**config.mk**
```make
export PLATFORM = sky130hd
export DESIGN_NAME = lc3_mem_bridge
export DESIGN_NICKNAME = d
export VERILOG_FILES = /design/src/rtl/lc3_mem_pkg.sv /design/src/rtl/sw_sync.sv /design/src/rtl/lc3_mem_bridge.sv
export SDC_FILE = /design/constraint.sdc
export NUM_CORES = 1
export LEC_CHECK = 0
export ABC_AREA = 1
export ABC_CLOCK_PERIOD_IN_PS = 1410
export CAP_MARGIN = 15
export CORE_MARGIN = 5
export CORE_UTILIZATION = 47
export CTS_CLUSTER_SIZE = 24
export DETAILED_ROUTE_END_ITERATION = 7
export GPL_TIMING_DRIVEN = 0
export PLACE_DENSITY = 0.78
export SKIP_LAST_GASP = 1
export SLEW_MARGIN = 20
export SYNTH_ARGS = -nofsm -noshare
export SYNTH_HDL_FRONTEND = slang
export SYNTH_SLANG_ARGS = --single-unit
```
**constraint.sdc**
```tcl
create_clock -name Clk -period 1.41 [get_ports Clk]
set_clock_uncertainty 0.05 [all_clocks]
set_input_delay 0.141 -clock Clk [delete_from_list [all_inputs] [get_ports Clk]]
set_output_delay 0.141 -clock Clk [all_outputs]
set_load 0.005 [all_outputs]
```
**src/rtl/lc3_mem_pkg.sv**
```systemverilog
// Shared types and constants for the LC-3 memory/IO bridge.
package lc3_mem_pkg;

    typedef enum logic [1:0] {
        IDLE   = 2'd0,
        ACCESS = 2'd1,
        DONE   = 2'd2
    } mem_state_t;

    localparam logic [15:0] IO_ADDR_DEF = 16'hFFFF;

    // Request captured when the bridge accepts MEM_REQ; later MAR/MDR changes do not matter.
    typedef struct packed {
        logic [15:0] addr;
        logic [15:0] data;
        logic        we;
        logic        is_io;
    } mem_req_t;

endpackage

```
**src/rtl/sw_sync.sv**
```systemverilog
// Two-flop synchronizer that brings the asynchronous board switches into the Clk domain.
module sw_sync #(
    parameter int unsigned WIDTH = 10
) (
    input  logic             Clk,
    input  logic             Reset,
    input  logic [WIDTH-1:0] async_i,
    output logic [WIDTH-1:0] sync_o
);

    logic [WIDTH-1:0] meta_q;
    logic [WIDTH-1:0] sync_q;

    // Metastability stage followed by the stable output stage.
    // NOTE: sequential state uses non-blocking assignments so every flop samples pre-edge values.
    always_ff @(posedge Clk) begin
        if (Reset) begin
            meta_q <= '0;
            sync_q <= '0;
        end else begin
            meta_q <= async_i;
            sync_q <= meta_q;
        end
    end

    assign sync_o = sync_q;

endmodule

```
**src/rtl/lc3_mem_bridge.sv**
```systemverilog
// LC-3 memory/IO bridge: latches a datapath request, decodes the memory-mapped
// switch/hex register, and runs the async SRAM strobes for a fixed number of wait
// states. Every output is a flop driven from the current FSM state, so strobes trail
// the state by one cycle and the read data is captured while OE_N is still asserted.
module lc3_mem_bridge
    import lc3_mem_pkg::*;
#(
    parameter int unsigned WAIT_STATES = 2,
    parameter logic [15:0] IO_ADDR     = IO_ADDR_DEF
) (
    input  logic        Clk,
    input  logic        Reset,
    input  logic        MEM_REQ,
    input  logic        MEM_WE,
    input  logic [15:0] MAR,
    input  logic [15:0] MDR,
    input  logic [9:0]  SW,
    output logic [15:0] MDR_In,
    output logic        MEM_RDY,
    output logic [15:0] HEX_Data,
    output logic [15:0] SRAM_ADDR,
    output logic        SRAM_CE_N,
    output logic        SRAM_OE_N,
    output logic        SRAM_WE_N,
    output logic [15:0] SRAM_DQ_OUT,
    output logic        SRAM_DQ_OE,
    input  logic [15:0] SRAM_DQ_IN
);

    localparam logic [3:0] WS_INIT = 4'(WAIT_STATES);

    mem_state_t  state_q, state_d;
    logic [3:0]  cnt_q, cnt_d;
    mem_req_t    req_q, req_d;
    logic [9:0]  sw_sync_w;

    logic [15:0] mdr_in_q, mdr_in_d;
    logic        mem_rdy_q, mem_rdy_d;
    logic [15:0] hex_q, hex_d;
    logic [15:0] sram_addr_q, sram_addr_d;
    logic        ce_n_q, ce_n_d;
    logic        oe_n_q, oe_n_d;
    logic        we_n_q, we_n_d;
    logic [15:0] dq_out_q, dq_out_d;
    logic        dq_oe_q, dq_oe_d;

    sw_sync #(
        .WIDTH (10)
    ) u_sw_sync (
        .Clk     (Clk),
        .Reset   (Reset),
        .async_i (SW),
        .sync_o  (sw_sync_w)
    );

    // Next-state logic: accept requests only in IDLE, count wait states in ACCESS.
    // NOTE: every always_comb target gets a default first so no path can infer a latch.
    always_comb begin
        state_d = state_q;
        cnt_d   = cnt_q;
        req_d   = req_q;
        case (state_q)
            IDLE: begin
                if (MEM_REQ) begin
                    req_d.addr  = MAR;
                    req_d.data  = MDR;
                    req_d.we    = MEM_WE;
                    req_d.is_io = (MAR == IO_ADDR);
                    if (MAR == IO_ADDR) begin
                        state_d = DONE;
                    end else begin
                        state_d = ACCESS;
                        cnt_d   = WS_INIT;
                    end
                end
            end
            ACCESS: begin
                if (cnt_q != 4'd0) begin
                    cnt_d = cnt_q - 4'd1;
                end else begin
                    state_d = DONE;
                end
            end
            DONE: begin
                state_d = IDLE;
            end
            default: begin
                state_d = IDLE;
            end
        endcase
    end

    // Output register inputs decoded from the current state; data registers hold by default.
    always_comb begin
        mdr_in_d    = mdr_in_q;
        mem_rdy_d   = 1'b0;
        hex_d       = hex_q;
        sram_addr_d = sram_addr_q;
        ce_n_d      = 1'b1;
        oe_n_d      = 1'b1;
        we_n_d      = 1'b1;
        dq_out_d    = dq_out_q;
        dq_oe_d     = 1'b0;
        case (state_q)
            ACCESS: begin
                sram_addr_d = req_q.addr;
                ce_n_d      = 1'b0;
                if (req_q.we) begin
                    we_n_d   = 1'b0;
                    dq_oe_d  = 1'b1;
                    dq_out_d = req_q.data;
                end else begin
                    oe_n_d = 1'b0;
                end
            end
            DONE: begin
                mem_rdy_d = 1'b1;
                if (req_q.is_io) begin
                    if (req_q.we) begin
                        hex_d = req_q.data;
                    end else begin
                        mdr_in_d = {6'b0, sw_sync_w};
                    end
                end else if (!req_q.we) begin
                    // OE_N is still low during this cycle, so the SRAM is driving valid data.
                    mdr_in_d = SRAM_DQ_IN;
                end
            end
            default: begin
            end
        endcase
    end

    // State, counter, latched request and all output flops; reset aborts any access.
    always_ff @(posedge Clk) begin
        if (Reset) begin
            state_q     <= IDLE;
            cnt_q       <= 4'd0;
            req_q       <= '0;
            mdr_in_q    <= 16'h0000;
            mem_rdy_q   <= 1'b0;
            hex_q       <= 16'h0000;
            sram_addr_q <= 16'h0000;
            ce_n_q      <= 1'b1;
            oe_n_q      <= 1'b1;
            we_n_q      <= 1'b1;
            dq_out_q    <= 16'h0000;
            dq_oe_q     <= 1'b0;
        end else begin
            state_q     <= state_d;
            cnt_q       <= cnt_d;
            req_q       <= req_d;
            mdr_in_q    <= mdr_in_d;
            mem_rdy_q   <= mem_rdy_d;
            hex_q       <= hex_d;
            sram_addr_q <= sram_addr_d;
            ce_n_q      <= ce_n_d;
            oe_n_q      <= oe_n_d;
            we_n_q      <= we_n_d;
            dq_out_q    <= dq_out_d;
            dq_oe_q     <= dq_oe_d;
        end
    end

    assign MDR_In      = mdr_in_q;
    assign MEM_RDY     = mem_rdy_q;
    assign HEX_Data    = hex_q;
    assign SRAM_ADDR   = sram_addr_q;
    assign SRAM_CE_N   = ce_n_q;
    assign SRAM_OE_N   = oe_n_q;
    assign SRAM_WE_N   = we_n_q;
    assign SRAM_DQ_OUT = dq_out_q;
    assign SRAM_DQ_OE  = dq_oe_q;

endmodule
```
==> impl_metrics.tcl <==
set metrics [dict create \
    grt_start_max_net_pins 17 \
    leakagePower_nw 3.15 \
    layout-drive-gt1-share 0.108 \
    grt_usage 0.220 \
    dpl.hpwl_um 9260 \
    place_area_um2 6070 \
    cts.htree.levels 4 \
    clockBufferDepth 2 \
    synth_cells 577 \
    final_net_count 793 \
    place_inst 839 \
    powerDensity_nw_per_um2 1430 \
    antenna_left 0 \
    power_switching_share 0.234 \
    cts_tree "built" \
    end_kind "flip-flop" \
    insertion_delay_ns 0.52 \
    final_cell_mix "158 x nor2_1, 121 x dfxtp_1, 80 x nand2_1" \
    diodes 0 \
    fmax_mhz 742 \
    syn-num-nets 641 \
    grt_pass1_vias 4283 \
    vias 4367 \
    worst_slew_pin_slew_ns 0.521 \
    cts_sinks 129 \
    power.switching_w 0.00225 \
    ys_warn_count 0 \
    area_delta_synth_final_pct 45.0 \
    grt_first_pass_wirelength_um 20200 \
    maxCapViolCount 0 \
    layout.cells.non_filler 874 \
    wl_um 12700 \
    p_seq_frac 0.415 \
    cp_data_required_time_ns 1.77 \
    dieHeight_um 109 \
    ys_seq_area_frac 0.560 \
    ir_drop_v 0.000880 \
    dieArea_um2 11900 \
    ys_ff_latch 129 \
    drcViolationCount 0 \
    num_rows 36 \
    p_int_w 0.00735 \
    hold_class "in -> reg" \
    start_util 0.476 \
    numPortBuffers 129 \
    grt_overflow 0 \
    syn_avg_cell_area_um2 8.00 \
    wl_per_cell_um 14.6 \
    dr.pass1.iters 5 \
    final_common_cell "nor2_1" \
    power_frac_comb 0.102 \
    final_cell_area_um2 6690 \
    synth_cell_type_count 28 \
    finalSetupViolCount 0 \
    place_congestion 0.835 \
    slew_viol_final 0 \
    fin_crit_sh 0.956 \
    synth_area_um2 4610 \
    max_slew_margin 0.653 \
    hold_viol_final 0 \
    worstPathArrival_ns 1.70 \
    timing.hold.ws_ns 0.0817 \
    first_iter_violations 167 \
    clkPwrFrac 0.483 \
    cts.root.buffer_cell "clkbuf_8" \
    grt_antenna_before_repair 0 \
    period_needed_ns 1.35 \
    cts_buffers 17 \
    crit_fanout 10 \
    run_status "completed" \
    startpoint_type "flip-flop" \
    critPathKind "reg -> reg" \
    clkTransAtPathRegs_ns 0.06 \
    core_area_um2 9680 \
    viasPerCell 5.00 \
    die_w_um 109 \
    ios 131 \
]
-- power groups by stage --
stage / sequential [W] / clock [W] / combinational, W
4_1_cts: 0.00398 / 0.00466 / 0.000964
6_report: 0.00399 / 0.00463 / 0.000979
2_1_floorplan: 0.00403 / 0 / 0.000528
5_1_grt: 0.00401 / 0.00485 / 0.00109
3_5_place_dp: 0.00406 / 0 / 0.000983
3_3_place_gp: 0.00405 / 0 / 0.000952
-- synth_stat cells --
cell | n | area (um^2)
nor2_1 | 158 | 593
dfxtp_1 | 129 | 2580
nand2_1 | 80 | 300
o21ai_0 | 64 | 320
inv_1 | 28 | 105
nand3_1 | 24 | 120
clkbuf_1 | 13 | 48.8
a21oi_1 | 12 | 60.1
o21ai_1 | 12 | 60.1
a31oi_1 | 10 | 62.6
buf_2 | 7 | 35.0
nand4_1 | 7 | 43.8
buf_6 | 6 | 67.6
inv_2 | 6 | 22.5
clkbuf_2 | 3 | 15.0
buf_4 | 2 | 15.0
ha_1 | 2 | 25.0
nand2_2 | 2 | 12.5
nand2_4 | 2 | 22.5
nor2_4 | 2 | 22.5
nand3_2 | 1 | 10.0
nor2_2 | 1 | 6.26
nor2_8 | 1 | 20.0
nor3_1 | 1 | 5.00
nor3_2 | 1 | 10.0
o211a_1 | 1 | 10.0
o21ai_2 | 1 | 8.76
xnor2_1 | 1 | 8.76
-- per-stage QoR --
stage | worst slack (ns) | setup TNS (ns) | util | total power, W
after global placement | -0.156 | -0.980 | 0.627 | 0.00500
final | 0.0626 | 0 | 0.691 | 0.00960
after CTS | -0.154 | -0.161 | 0.686 | 0.00961
after floorplan | 0.176 | 0 | - | 0.00456
after global routing | -0.00595 | -0.00595 | 0.691 | 0.00994
after detailed placement | -0.214 | -2.31 | 0.627 | 0.00504
-- layer usage --
layer / wire length, um / vias up / track usage
met5: 0 / - / 0
met4: 295 / 0 / 0.0983
met3: 1010 / 25 / 0.0687
met2: 6340 / 182 / 0.380
met1: 5080 / 2002 / 0.249
li1: - / 2158 / -
-- worst max-delay path: stages (launching register included) --
cell and delay (ns):
dfxtp_2 0.45, nand2_4 0.14, nor2_8 0.16, inv_2 0.11
buf_6 0.16, nor2_1 0.11, nor2_1 0.07
-- repair_timing --
item                                   in CTS  in global routing
resized for setup                          76                 22
endpoints found under the hold margin       8                  0
setup endpoints to repair                 115                 39
pin swaps                                   1                  0
setup buffers                               1                  2
hold buffers                                1                  0
-- worst paths after layout --
| kind | start | to | slack, ns | cells past startpoint |
|---|---|---|---|---|
| max | state_q[0] | SRAM_DQ_OUT[6] | 0.06 | 6 |
| min | SW[2] | u_sw_sync.meta_q[2] | 0.08 | 3 |
| max reg2reg | state_q[0] | SRAM_DQ_OUT[6] | 0.06 | 6 |
| min reg2reg | u_sw_sync.meta_q[0] | u_sw_sync.sync_o[0] | 0.35 | 2 |
-- kinds of logic after synthesis --
logic type | share of synthesized area
AND/OR/NAND/NOR | 0.253
flip-flops | 0.560
AO/OA/AOI/OAI | 0.113
buffers and inverters | 0.0670
adder cells (fa/ha/maj) | 0.00542
XOR/XNOR | 0.00190
-- cell type report --
cell class | count | area, um^2
tap | 133 | 166
inverter | 34 | 130
clock inverter | 13 | 210
sequential | 129 | 2590
clock buffer | 18 | 418
fill | 798 | 3000
timing repair buffer | 133 | 1240
buffer | 31 | 191
multi-input combinational | 383 | 1740
-- flip-flops by register name (all words and copies together), names as in the netlist, 2 cells and up --
name	flops
HEX_Data	16
MDR_In	16
SRAM_ADDR	16
req_q	34
u_sw_sync.meta_q	10
u_sw_sync.sync_o	10
SRAM_DQ_OUT	16
state_q	2
cnt_q	4
No activity file was read; power rests on OpenSTA's default activity.
